===== src/rtl/line_trace_pkg.sv =====
// Shared types and constants for the line-tracing motor controller.
package line_trace_pkg;

  // Controller states
  typedef enum logic [3:0] {
    ST_IDLE,
    ST_FWD,
    ST_TURN_L,
    ST_TURN_R,
    ST_SHARP_L,
    ST_SHARP_R,
    ST_SEARCH,
    ST_AVOID,
    ST_HALT
  } state_t;

  // Wheel direction encodings
  localparam logic [1:0] DIR_FWD   = 2'b10;
  localparam logic [1:0] DIR_REV   = 2'b01;
  localparam logic [1:0] DIR_BRAKE = 2'b00;

  // Direction LED codes (one-hot)
  localparam logic [3:0] LED_FWD   = 4'b1000;
  localparam logic [3:0] LED_LEFT  = 4'b0100;
  localparam logic [3:0] LED_RIGHT = 4'b0010;
  localparam logic [3:0] LED_STOP  = 4'b0001;

  // Duty table expressed for an 8-bit PWM counter
  localparam int unsigned DUTY_STOP   = 32'd0;
  localparam int unsigned DUTY_SLOW   = 32'd150;
  localparam int unsigned DUTY_CRUISE = 32'd220;
  localparam int unsigned DUTY_FAST   = 32'd250;

  // Rescale an 8-bit duty value to a PWM counter of another width
  function automatic int unsigned scale_duty(input int unsigned duty8, input int unsigned width);
    int unsigned scaled;
    if (width >= 32'd8) begin
      scaled = duty8 << (width - 32'd8);
    end else begin
      scaled = duty8 >> (32'd8 - width);
    end
    return scaled;
  endfunction

endpackage


===== src/rtl/line_trace_ctrl_pwm_gen.sv =====
// Shared free-running PWM counter with two wrap-latched duty comparators.
// A new duty is only taken when the counter rolls over, so every period is whole.
module line_trace_ctrl_pwm_gen #(
  parameter int PWM_W = 8
) (
  input  logic             clk,
  input  logic             rst,
  input  logic [PWM_W-1:0] duty_a,
  input  logic [PWM_W-1:0] duty_b,
  output logic             pwm_a,
  output logic             pwm_b
);

  logic [PWM_W-1:0] cnt_r;
  logic [PWM_W-1:0] duty_a_r;
  logic [PWM_W-1:0] duty_b_r;
  logic             pwm_a_r;
  logic             pwm_b_r;

  // Counter, period-boundary duty capture and registered compare
  always_ff @(posedge clk) begin
    if (rst) begin
      cnt_r    <= '0;
      duty_a_r <= '0;
      duty_b_r <= '0;
      pwm_a_r  <= 1'b0;
      pwm_b_r  <= 1'b0;
    end else begin
      cnt_r <= cnt_r + PWM_W'(1);
      if (cnt_r == {PWM_W{1'b1}}) begin
        duty_a_r <= duty_a;
        duty_b_r <= duty_b;
      end else begin
        duty_a_r <= duty_a_r;
        duty_b_r <= duty_b_r;
      end
      pwm_a_r <= (cnt_r < duty_a_r);
      pwm_b_r <= (cnt_r < duty_b_r);
    end
  end

  assign pwm_a = pwm_a_r;
  assign pwm_b = pwm_b_r;

endmodule


===== src/rtl/line_trace_ctrl.sv =====
// Line-following robot controller: sensor debounce, position decode,
// motion FSM with obstacle override, and two-wheel PWM drive.
module line_trace_ctrl
  import line_trace_pkg::*;
#(
  parameter int NUM_SENS  = 5,
  parameter int PWM_W     = 8,
  parameter int DEB_CYC   = 16,
  parameter int LOST_CYC  = 2000000,
  parameter int AVOID_CYC = 1000000
) (
  input  logic                clk,
  input  logic                CR,
  input  logic                En_Tracing,
  input  logic [1:0]          SpeedSel,
  input  logic [NUM_SENS-1:0] PathDectSignal,
  input  logic [1:0]          AvoidSignal,
  output logic [3:0]          Led_Direction,
  output logic                Speed_Wheel_1,
  output logic                Speed_Wheel_2,
  output logic [1:0]          Control_Wheel_1,
  output logic [1:0]          Control_Wheel_2
);

  localparam int C       = NUM_SENS / 2;
  localparam int DEB_W   = $clog2(DEB_CYC + 1);
  localparam int LOST_W  = $clog2(LOST_CYC + 1);
  localparam int AVOID_W = $clog2(AVOID_CYC + 1);
  localparam logic [PWM_W-1:0] D_SLOW   = PWM_W'(scale_duty(DUTY_SLOW, PWM_W));
  localparam logic [PWM_W-1:0] D_CRUISE = PWM_W'(scale_duty(DUTY_CRUISE, PWM_W));
  localparam logic [PWM_W-1:0] D_FAST   = PWM_W'(scale_duty(DUTY_FAST, PWM_W));
  localparam logic [NUM_SENS-1:0] OUTER_L = {1'b1, {(NUM_SENS-1){1'b0}}};
  localparam logic [NUM_SENS-1:0] OUTER_R = {{(NUM_SENS-1){1'b0}}, 1'b1};

  logic [NUM_SENS-1:0] filt_s;
  state_t              state_r, next_s, pos_s;
  logic [LOST_W-1:0]   lost_cnt_r;
  logic [AVOID_W-1:0]  avoid_cnt_r;
  logic                last_left_r;
  logic [PWM_W-1:0]    lvl_s, slow_s, duty1_s, duty2_s, duty1_r, duty2_r;
  logic [3:0]          led_s, led_r;
  logic [1:0]          cw1_s, cw2_s, cw1_r, cw2_r;
  logic                side_l_s, side_r_s;

  // Per-sensor debounce: a new level is accepted after DEB_CYC steady samples
  for (genvar i = 0; i < NUM_SENS; i++) begin : g_deb
    logic [DEB_W-1:0] cnt_r;
    logic             bit_r;
    // Count consecutive samples that disagree with the filtered level
    always_ff @(posedge clk) begin
      if (CR) begin
        cnt_r <= '0;
        bit_r <= 1'b0;
      end else if (PathDectSignal[i] == bit_r) begin
        cnt_r <= '0;
      end else if (cnt_r == DEB_W'(DEB_CYC - 1)) begin
        cnt_r <= '0;
        bit_r <= PathDectSignal[i];
      end else begin
        cnt_r <= cnt_r + DEB_W'(1);
      end
    end
    assign filt_s[i] = bit_r;
  end

  assign side_l_s = |filt_s[NUM_SENS-1:C+1];
  assign side_r_s = |filt_s[C-1:0];

  // Map the filtered sensor pattern to the motion state it asks for
  always_comb begin
    pos_s = ST_FWD;
    if (filt_s[C] || (side_l_s == side_r_s)) begin
      pos_s = ST_FWD;
    end else if (side_l_s) begin
      if (filt_s == OUTER_L) pos_s = ST_SHARP_L;
      else                   pos_s = ST_TURN_L;
    end else begin
      if (filt_s == OUTER_R) pos_s = ST_SHARP_R;
      else                   pos_s = ST_TURN_R;
    end
  end

  // Speed level to duty; inner-wheel duty is the slow level unless stopped
  always_comb begin
    lvl_s = '0;
    case (SpeedSel)
      2'd1:    lvl_s = D_SLOW;
      2'd2:    lvl_s = D_CRUISE;
      2'd3:    lvl_s = D_FAST;
      default: lvl_s = '0;
    endcase
    if (SpeedSel == 2'd0) slow_s = '0;
    else                  slow_s = D_SLOW;
  end

  // Next state: enable first, then obstacle override, then line decode
  always_comb begin
    next_s = state_r;
    if (!En_Tracing) begin
      next_s = ST_IDLE;
    end else begin
      case (state_r)
        ST_IDLE: next_s = ST_FWD;
        ST_HALT: next_s = ST_HALT;
        ST_AVOID: begin
          if (avoid_cnt_r == AVOID_W'(AVOID_CYC - 1)) next_s = ST_SEARCH;
          else                                        next_s = ST_AVOID;
        end
        default: begin
          if (AvoidSignal == 2'b11)      next_s = ST_AVOID;
          else if (AvoidSignal == 2'b10) next_s = ST_TURN_R;
          else if (AvoidSignal == 2'b01) next_s = ST_TURN_L;
          else if (filt_s == '0) begin
            if ((state_r == ST_SEARCH) && (lost_cnt_r == LOST_W'(LOST_CYC - 1))) next_s = ST_HALT;
            else                                                                  next_s = ST_SEARCH;
          end else begin
            next_s = pos_s;
          end
        end
      endcase
    end
  end

  // Drive pattern for the current state; registered below
  always_comb begin
    led_s = LED_STOP; cw1_s = DIR_BRAKE; cw2_s = DIR_BRAKE; duty1_s = '0; duty2_s = '0;
    case (state_r)
      ST_FWD:     begin led_s = LED_FWD;   cw1_s = DIR_FWD; cw2_s = DIR_FWD; duty1_s = lvl_s;  duty2_s = lvl_s;  end
      ST_TURN_L:  begin led_s = LED_LEFT;  cw1_s = DIR_FWD; cw2_s = DIR_FWD; duty1_s = slow_s; duty2_s = lvl_s;  end
      ST_TURN_R:  begin led_s = LED_RIGHT; cw1_s = DIR_FWD; cw2_s = DIR_FWD; duty1_s = lvl_s;  duty2_s = slow_s; end
      ST_SHARP_L: begin led_s = LED_LEFT;  cw1_s = DIR_REV; cw2_s = DIR_FWD; duty1_s = slow_s; duty2_s = lvl_s;  end
      ST_SHARP_R: begin led_s = LED_RIGHT; cw1_s = DIR_FWD; cw2_s = DIR_REV; duty1_s = lvl_s;  duty2_s = slow_s; end
      ST_AVOID:   begin led_s = LED_STOP;  cw1_s = DIR_REV; cw2_s = DIR_REV; duty1_s = slow_s; duty2_s = slow_s; end
      ST_SEARCH: begin
        // Pivot on the inner wheel toward the side the line was last seen
        if (last_left_r) begin
          led_s = LED_LEFT;  cw1_s = DIR_BRAKE; cw2_s = DIR_FWD;   duty1_s = '0;     duty2_s = slow_s;
        end else begin
          led_s = LED_RIGHT; cw1_s = DIR_FWD;   cw2_s = DIR_BRAKE; duty1_s = slow_s; duty2_s = '0;
        end
      end
      default: begin led_s = LED_STOP; cw1_s = DIR_BRAKE; cw2_s = DIR_BRAKE; duty1_s = '0; duty2_s = '0; end
    endcase
  end

  // State register, lost/avoid timers, last turn memory and output registers
  always_ff @(posedge clk) begin
    if (CR) begin
      state_r     <= ST_IDLE;
      lost_cnt_r  <= '0;
      avoid_cnt_r <= '0;
      last_left_r <= 1'b0;
      led_r       <= LED_STOP;
      cw1_r       <= DIR_BRAKE;
      cw2_r       <= DIR_BRAKE;
      duty1_r     <= '0;
      duty2_r     <= '0;
    end else begin
      state_r     <= next_s;
      lost_cnt_r  <= ((state_r == ST_SEARCH) && (next_s == ST_SEARCH)) ? lost_cnt_r + LOST_W'(1) : '0;
      avoid_cnt_r <= ((state_r == ST_AVOID) && (next_s == ST_AVOID)) ? avoid_cnt_r + AVOID_W'(1) : '0;
      if ((next_s == ST_TURN_L) || (next_s == ST_SHARP_L))      last_left_r <= 1'b1;
      else if ((next_s == ST_TURN_R) || (next_s == ST_SHARP_R)) last_left_r <= 1'b0;
      else                                                      last_left_r <= last_left_r;
      led_r   <= led_s;
      cw1_r   <= cw1_s;
      cw2_r   <= cw2_s;
      duty1_r <= duty1_s;
      duty2_r <= duty2_s;
    end
  end

  line_trace_ctrl_pwm_gen #(.PWM_W(PWM_W)) u_pwm_gen (
    .clk    (clk),
    .rst    (CR),
    .duty_a (duty1_r),
    .duty_b (duty2_r),
    .pwm_a  (Speed_Wheel_1),
    .pwm_b  (Speed_Wheel_2)
  );

  assign Led_Direction   = led_r;
  assign Control_Wheel_1 = cw1_r;
  assign Control_Wheel_2 = cw2_r;

endmodule


===== config.mk =====
export PLATFORM = sky130hd
export DESIGN_NAME = line_trace_ctrl
export DESIGN_NICKNAME = d
export VERILOG_FILES = /design/src/rtl/line_trace_pkg.sv /design/src/rtl/line_trace_ctrl_pwm_gen.sv /design/src/rtl/line_trace_ctrl.sv
export SDC_FILE = /design/constraint.sdc
export NUM_CORES = 1
export LEC_CHECK = 0
export BUFFER_PORTS_ARGS = -buffer_cell sky130_fd_sc_hd__buf_4
export CORE_MARGIN = 5
export CORE_UTILIZATION = 55
export CTS_BUF_LIST = sky130_fd_sc_hd__clkbuf_4
export CTS_CLUSTER_DIAMETER = 100
export CTS_CLUSTER_SIZE = 8
export DETAILED_ROUTE_END_ITERATION = 7
export PLACE_DENSITY_LB_ADDON = 0.3
export SLEW_MARGIN = 20
export SYNTH_ARGS = -nofsm -noshare
export SYNTH_HDL_FRONTEND = slang
export SYNTH_SLANG_ARGS = --single-unit

===== constraint.sdc =====
create_clock -name clk -period 1.9 [get_ports clk]
set_input_delay 0.285 -clock clk [delete_from_list [all_inputs] [get_ports clk]]
set_output_delay 0.285 -clock clk [all_outputs]
set_load 0.1 [all_outputs]

==> impl_metrics.ini, run 1 <==
[power_and_ir_drop]
powerDensity_mw_per_mm2 = 759.5
leakage_nw = 2.264
p_total_mw = 4.620
ir_drop_mv = 0.7783

[final_layout]
final_cell_area_sq_mm = 0.006083
antenna_cells = 0
fin_nets = 651
drive_above_1_share_pct = 16.80
final_util_pct = 65.53
area_growth_pct = 15.54

[setup_path]
crit_type = flop to flop
critPathMaxFanout = 21
worstSetupStartpointType = flop
critPathCaptureType = flop
crit_required_ns = 2.30
cp_num_buf_inv = 2
crit_arrival_ns = 2.24
slowest_stage = dfxtp_1
path_cells = nor4bb_2, buf_4, nand4_1, o21a_1, a211oi_2, buf_12, nor4_1
critical-path-max-stage-delay_ns = 0.34
path_delay_family = compound AO/OA/AOI/OAI gates

[grt]
grt_pass1_vias = 3926
grt_pass1_wl_mm = 17.58
grt_overflow_total = 0
grt_antenna_before_repair = 0
grt_usage_pct = 18.93
grt_max_degree = 35

[timing]
whs_ns = 0.04757
setup_viol = 0
slew_viol_final = 0
relSlewSlack_pct = 69.45
clock.fmax_mhz = 542.6
fin_crit_ns = 1.843
skew_ns = 0.01452
worst_slew_pin_slew_ns = 0.4540
finalCritPeriodShare_pct = 97.00
finalHoldViolCount = 0

[cts]
cts_root_buf = clkbuf_4
cts.reportedPaths.clkPinSlew_ns = 0.09
cts_sinks = 114
htree_levels = 4
cts_tree = built
numCtsBuffers = 17
clk_latency_ns = 0.52
clock_path_buffers = 2

[logic_synthesis]
synth_cell_types = 58
synth-edff-count = 0
seq_area_frac_synth_pct = 43.35
yosys_warnings = 0
synth_top_family_by_area = simple AND/OR/NAND/NOR gates
synth_top_cell_by_area = dfxtp_1
synthArstFlopShare_pct = 0
synth_simple_gate_area_share_pct = 26.02
synth_compound_area_share_pct = 6.274
synth_area_leaders = dfxtp_1 (43%), ha_1 (7.1%), xor2_1 (5.2%)
synth_nets = 607
synth-xor-area-share_pct = 9.648
synth_fa_ha_area_share_pct = 7.129
synth.top_cells.by_count = dfxtp_1 (114), nor2_1 (66), xor2_1 (31)
synth_most_common_cell = dfxtp_1
postSynthAreaPerCell_sq_um = 9.319
synth_top_area_share_pct = 43.35
synthFlopType = dfxtp_1
synthesis.instances = 565
syn-cell-area_sq_mm = 0.005265
synth_seq_cells = 114
muxShareOfSynthArea_pct = 3.042

[placed_design]
dpl.hpwl_mm = 6.963
numPortBuffers = 21
gp_congestion = 0.8501
postPlaceCellArea_sq_mm = 0.005602

[hold_path]
hp-class = primary input to flop

[floorplanning]
die_h_um = 107.8
core_area_sq_mm = 0.009284
start_util_pct = 56.71
dieArea_sq_mm = 0.01163
dieWidth_um = 107.8
io_pins = 22
rows = 35

[route]
route.detailed.drc = 0
routedWlPerCell_um = 14.04
vias = 4059
ant_nets = 0
routed_via_density = 5.426
drt_pass1_iterations = 4
wl_mm = 10.50
drt_iter0_drc = 215

[flow_run]
maxCapViolCount = 0

[outcome]
status = finished, final reports clean
[cell usage in the layout, fill, tap and decap left out, types with 4 or more instances in the layout]
master / count
a211oi_1: 6
a21o_1: 6
a21oi_1: 12
and2_1: 8
and3_1: 12
and4_1: 5
buf_4: 40
clkbuf_4: 20
dfxtp_1: 111
dlygate4sd3_1: 5
ha_1: 30
inv_1: 25
mux2i_1: 16
nand2_1: 25
nand2b_1: 9
nand3_1: 22
nand4_1: 12
nor2_1: 66
nor2b_1: 4
nor3_1: 27
nor4_1: 17
nor4_2: 5
o21ai_0: 4
or3_1: 7
xnor2_1: 27
xor2_1: 31
[state kept, by name (all words and copies together) (netlist names), 4 cells and up]
signal	cells
duty2_r	5
u_pwm_gen.duty_a_r	5
u_pwm_gen.cnt_r	8
u_pwm_gen.duty_b_r	5
lost_cnt_r	21
Led_Direction	4
g_deb.cnt_r	25
avoid_cnt_r	20
duty1_r	5
g_deb.bit_r	5
state_r	4
[stage by stage]
stage	instances	setup WS, ns	TNS (ns)
after floorplan	565	0.1579	0
after global placement	710	0.06860	0
after detailed placement	710	0.04085	0
after CTS	744	0.008296	0
after global routing	748	-0.009375	-0.02290
final	748	0.05692	0
[worst paths after layout]
kind              slack, ns                       from                           to  cells past startpoint
hold reg to reg        0.44  avoid_cnt_r[0]$_SDFF_PP0_    avoid_cnt_r[0]$_SDFF_PP0_                      1
setup / recovery       0.06  lost_cnt_r[17]$_SDFF_PP0_     lost_cnt_r[9]$_SDFF_PP0_                      7
setup reg to reg       0.06  lost_cnt_r[17]$_SDFF_PP0_     lost_cnt_r[9]$_SDFF_PP0_                      7
hold / removal         0.05          PathDectSignal[3]  g_deb[3].bit_r$_SDFFE_PP0P_                      3
[power by group]
part	internal [mW]	total [mW]	switching (mW)
Combinational	0.154	0.423	0.268
Clock	0.916	1.75	0.831
Sequential	2.42	2.45	0.0266
[worst min-delay path, cell delays in order]
cell and delay (ns):
buf_4 0.09, mux2i_1 0.07, nor2_1 0.08
[cell families after synthesis]
family	count (synthesis)
buffers and inverters	50
DFF	114
and+or+nand+nor	253
adders and majority gates	30
muxes	16
xor gates and xnor gates	58
AOI/OAI and AO/OA	44
[timing repair]
action                                  CTS  global route
resized for setup                         1            22
pin swaps                                 0             4
endpoints found under the hold margin     6             0
hold buffers                              5             0
buffers inserted                          0             2
gates cloned                              0             2
endpoints found under the setup margin    1            43
[metal layers]
metal	vias up	part of all wire, %	global-route usage (%)
met5	-	0	0
met3	17	4.5	7.019
met4	0	1.3	5.861
met1	1915	45	23.73
met2	62	49	30.24
li1	2065	-	-
[cell type report]
class                   count  area, sq um
clock buffers              20        150.1
clock inverters             9        116.4
flip-flops and latches    114         2286
multi-input cells         403         2883
repair buffers             48        392.9
well taps                 129        161.4
fillers                   781         3201
inverters                  25        93.84
No activity file was read; power rests on OpenSTA's default activity.
==> run 2: changes to the inputs <==
--- a/config.mk
+++ b/config.mk
@@ -5,6 +5,7 @@
 export SDC_FILE = /design/constraint.sdc
 export NUM_CORES = 1
 export LEC_CHECK = 0
+export ABC_AREA = 1
 export BUFFER_PORTS_ARGS = -buffer_cell sky130_fd_sc_hd__buf_4
 export CORE_MARGIN = 5
 export CORE_UTILIZATION = 55
==> impl_metrics.ini, run 2 <==
[timing]
slew_viol_final = 0
setup_viol = 0
finalCritPeriodShare_pct = 96.22
relSlewSlack_pct = 70.98
skew_ns = 0.02331
whs_ns = 0.04746
setup_tns_ns = 0
clock.fmax_mhz = 547.0
fin_crit_ns = 1.828
worst_slew_pin_slew_ns = 0.4333
fin_ws_ns = 0.07182
finalHoldViolCount = 0
rsz0062_at_grt = yes

[power_and_ir_drop]
p_total_mw = 4.696
powerDensity_mw_per_mm2 = 764.5
comb_power_share_pct = 6.1
ir_drop_mv = 0.8633
p_int_mw = 3.589
leakage_nw = 2.465
clockPowerShare_pct = 41.8
power.share.sequential_pct = 52.1
p_switching_mw = 1.108
switching_share_pct = 23.58

[setup_path]
rr_worst_depth = 14
worstSetupStartpointType = flop
worstReg2RegEnd = lost_cnt_r[5]$_SDFF_PP0_
critPathMaxFanout = 10
path_depth = 14
crit_type = flop to flop
cp-startpoint = avoid_cnt_r[1]$_SDFF_PP0_
path_delay_family = simple AND/OR/NAND/NOR gates
path_cells = ha_4, nand2_2, inv_2, nand2_2, nor2_4, nand2_4, nor2_4, nand3_2, nand2_2, nand2_2, nor2_4, nand2_4, clkbuf_16, nor3_2
critical-path-max-stage-delay_ns = 0.37
crit_required_ns = 2.34
rr_startpoint = avoid_cnt_r[1]$_SDFF_PP0_
slowest_stage = dfxtp_2
cp_num_buf_inv = 2
crit_end = lost_cnt_r[5]$_SDFF_PP0_
r2r_slack_ns = 0.07
critical_path.most_common_cell = nand2_2
critPathCaptureType = flop
crit_arrival_ns = 2.27

[floorplanning]
dieWidth_um = 107.6
die_h_um = 107.6
start_util_pct = 56.43
dieArea_sq_mm = 0.01158
rows = 35
core_area_sq_mm = 0.009284
io_pins = 22

[grt]
grt_max_degree = 25
grt_usage_pct = 17.84
grt_overflow_total = 0
grt_pass1_vias = 4124
grt_pass1_wl_mm = 16.86
grt_antenna_before_repair = 0

[logic_synthesis]
synth-edff-count = 0
synth_cell_types = 37
synth_nets = 716
synth_area_leaders = dfxtp_1 (44%), nor2_1 (7.5%), ha_1 (7.2%)
synthArstFlopShare_pct = 0
synthesis.instances = 674
syn-cell-area_sq_mm = 0.005239
postSynthAreaPerCell_sq_um = 7.773
synth_most_common_cell = dfxtp_1
seq_area_frac_synth_pct = 43.56
synth.top_cells.by_count = dfxtp_1 (114), nor2_1 (104), inv_1 (100)
synth_seq_cells = 114
yosys_warnings = 0
synthFlopType = dfxtp_1
synth_top_cell_by_area = dfxtp_1
synth_top_area_share_pct = 43.56

[cts]
cts.reportedPaths.clkPinSlew_ns = 0.12
cts_sinks = 114
cts_tree = built
numCtsBuffers = 17
clk_latency_ns = 0.51
htree_levels = 4
cts_root_buf = clkbuf_4
clock_path_buffers = 2

[final_layout]
antenna_cells = 0
top_regs = g_deb.cnt_r: 25 flops, lost_cnt_r: 21 flops, avoid_cnt_r: 20 flops
area_growth_pct = 17.27
max_flop_register = g_deb.cnt_r
stdcell_count = 868
drive_above_1_share_pct = 18.81
fin_nets = 769
largest_reg_flops = 25
final_cell_mix = dfxtp_1 (106), nor2_1 (103), inv_1 (99)
layout_commonest_cell = dfxtp_1
final_cell_area_sq_mm = 0.006143
final_util_pct = 66.17

[hold_path]
hp-class = primary input to flop

[route]
drt_pass1_iterations = 4
routedWlPerCell_um = 11.24
route.detailed.drc = 0
routed_via_density = 4.968
drt_iter0_drc = 243
vias = 4312
ant_nets = 0
wl_mm = 9.757

[placed_design]
numPortBuffers = 21
dpl.hpwl_mm = 7.162
pre_cts_slack_ns = 0.07369
dp.cells = 829
postPlaceCellArea_sq_mm = 0.005640
gp_congestion = 0.8376

[outcome]
status = finished, final reports clean

[flow_run]
maxCapViolCount = 0
run 2: changes by cell type in the layout (fill, tap and decap cells not counted), moves of 18 or more:
cell,before,now
inv_1,25,99
a21oi_1,12,53
nor2_1,66,103
o21ai_0,4,22
nand2_1,25,76
xnor2_1,27,4
xor2_1,31,9
run 2: logic make-up after synthesis:
| family | synth area share, % |
|---|---|
| AND/OR/NAND/NOR | 28.02 |
| buffers and inverters | 8.646 |
| XOR/XNOR | 2.173 |
| adder cells (fa/ha/maj) | 7.165 |
| flip-flops | 43.56 |
| AO/OA/AOI/OAI | 10.44 |
run 2: tightest hold or removal path, cell delays in order:
cell and delay (ns):
buf_4 0.12, inv_1 0.04, a21oi_1 0.05
run 2: power by group through the flow:
| stage | Clock [mW] | Sequential (mW) | Combinational [mW] |
|---|---|---|---|
| CTS | 2.02 | 2.45 | 0.281 |
| global route | 2.12 | 2.45 | 0.319 |
| detailed placement | 0 | 2.50 | 0.278 |
| global placement | 0 | 2.50 | 0.271 |
| floorplan | 0 | 2.57 | 0.131 |
| finish | 1.96 | 2.45 | 0.285 |
run 2: repair_timing:
| item | in CTS | in global routing |
|---|---|---|
| gates resized for setup | 0 | 25 |
| hold buffers | 1 | 2 |
| endpoints found under the hold margin | 1 | 2 |
| endpoints found under the setup margin | 0 | 31 |
| setup buffers | 0 | 3 |
run 2: worst min path at each step:
stage	slack [ns]	endpoint	depth (start not counted)	start
floorplan	0.36	duty1_r[6]$_SDFF_PP0_	1	CR
global placement	0.43	g_deb[0].cnt_r[0]$_SDFF_PP0_	1	g_deb[0].cnt_r[0]$_SDFF_PP0_
detailed placement	0.44	u_pwm_gen.cnt_r[0]$_SDFF_PP0_	1	u_pwm_gen.cnt_r[0]$_SDFF_PP0_
CTS	0.004	g_deb[4].bit_r$_SDFFE_PP0P_	3	PathDectSignal[4]
global route	0.01	g_deb[1].bit_r$_SDFFE_PP0P_	3	PathDectSignal[1]
finish	0.05	g_deb[1].bit_r$_SDFFE_PP0P_	3	PathDectSignal[1]
run 2: final cells by class:
cell class / count / area (sq um)
tap: 129 / 161.4
inverter: 106 / 397.9
fill: 792 / 3141
sequential: 114 / 2292
multi-input combinational: 444 / 2581
clock inverter: 11 / 162.7
clock buffer: 20 / 150.1
timing repair buffer: 44 / 397.9
run 2: routing by layer:
layer / vias up / part of all wire (%) / global-route usage [%]
met5: - / 0 / 0
met4: 0 / 1.4 / 5.951
met3: 10 / 3.6 / 5.879
met2: 57 / 51 / 32.19
met1: 1953 / 44 / 19.53
li1: 2292 / - / -
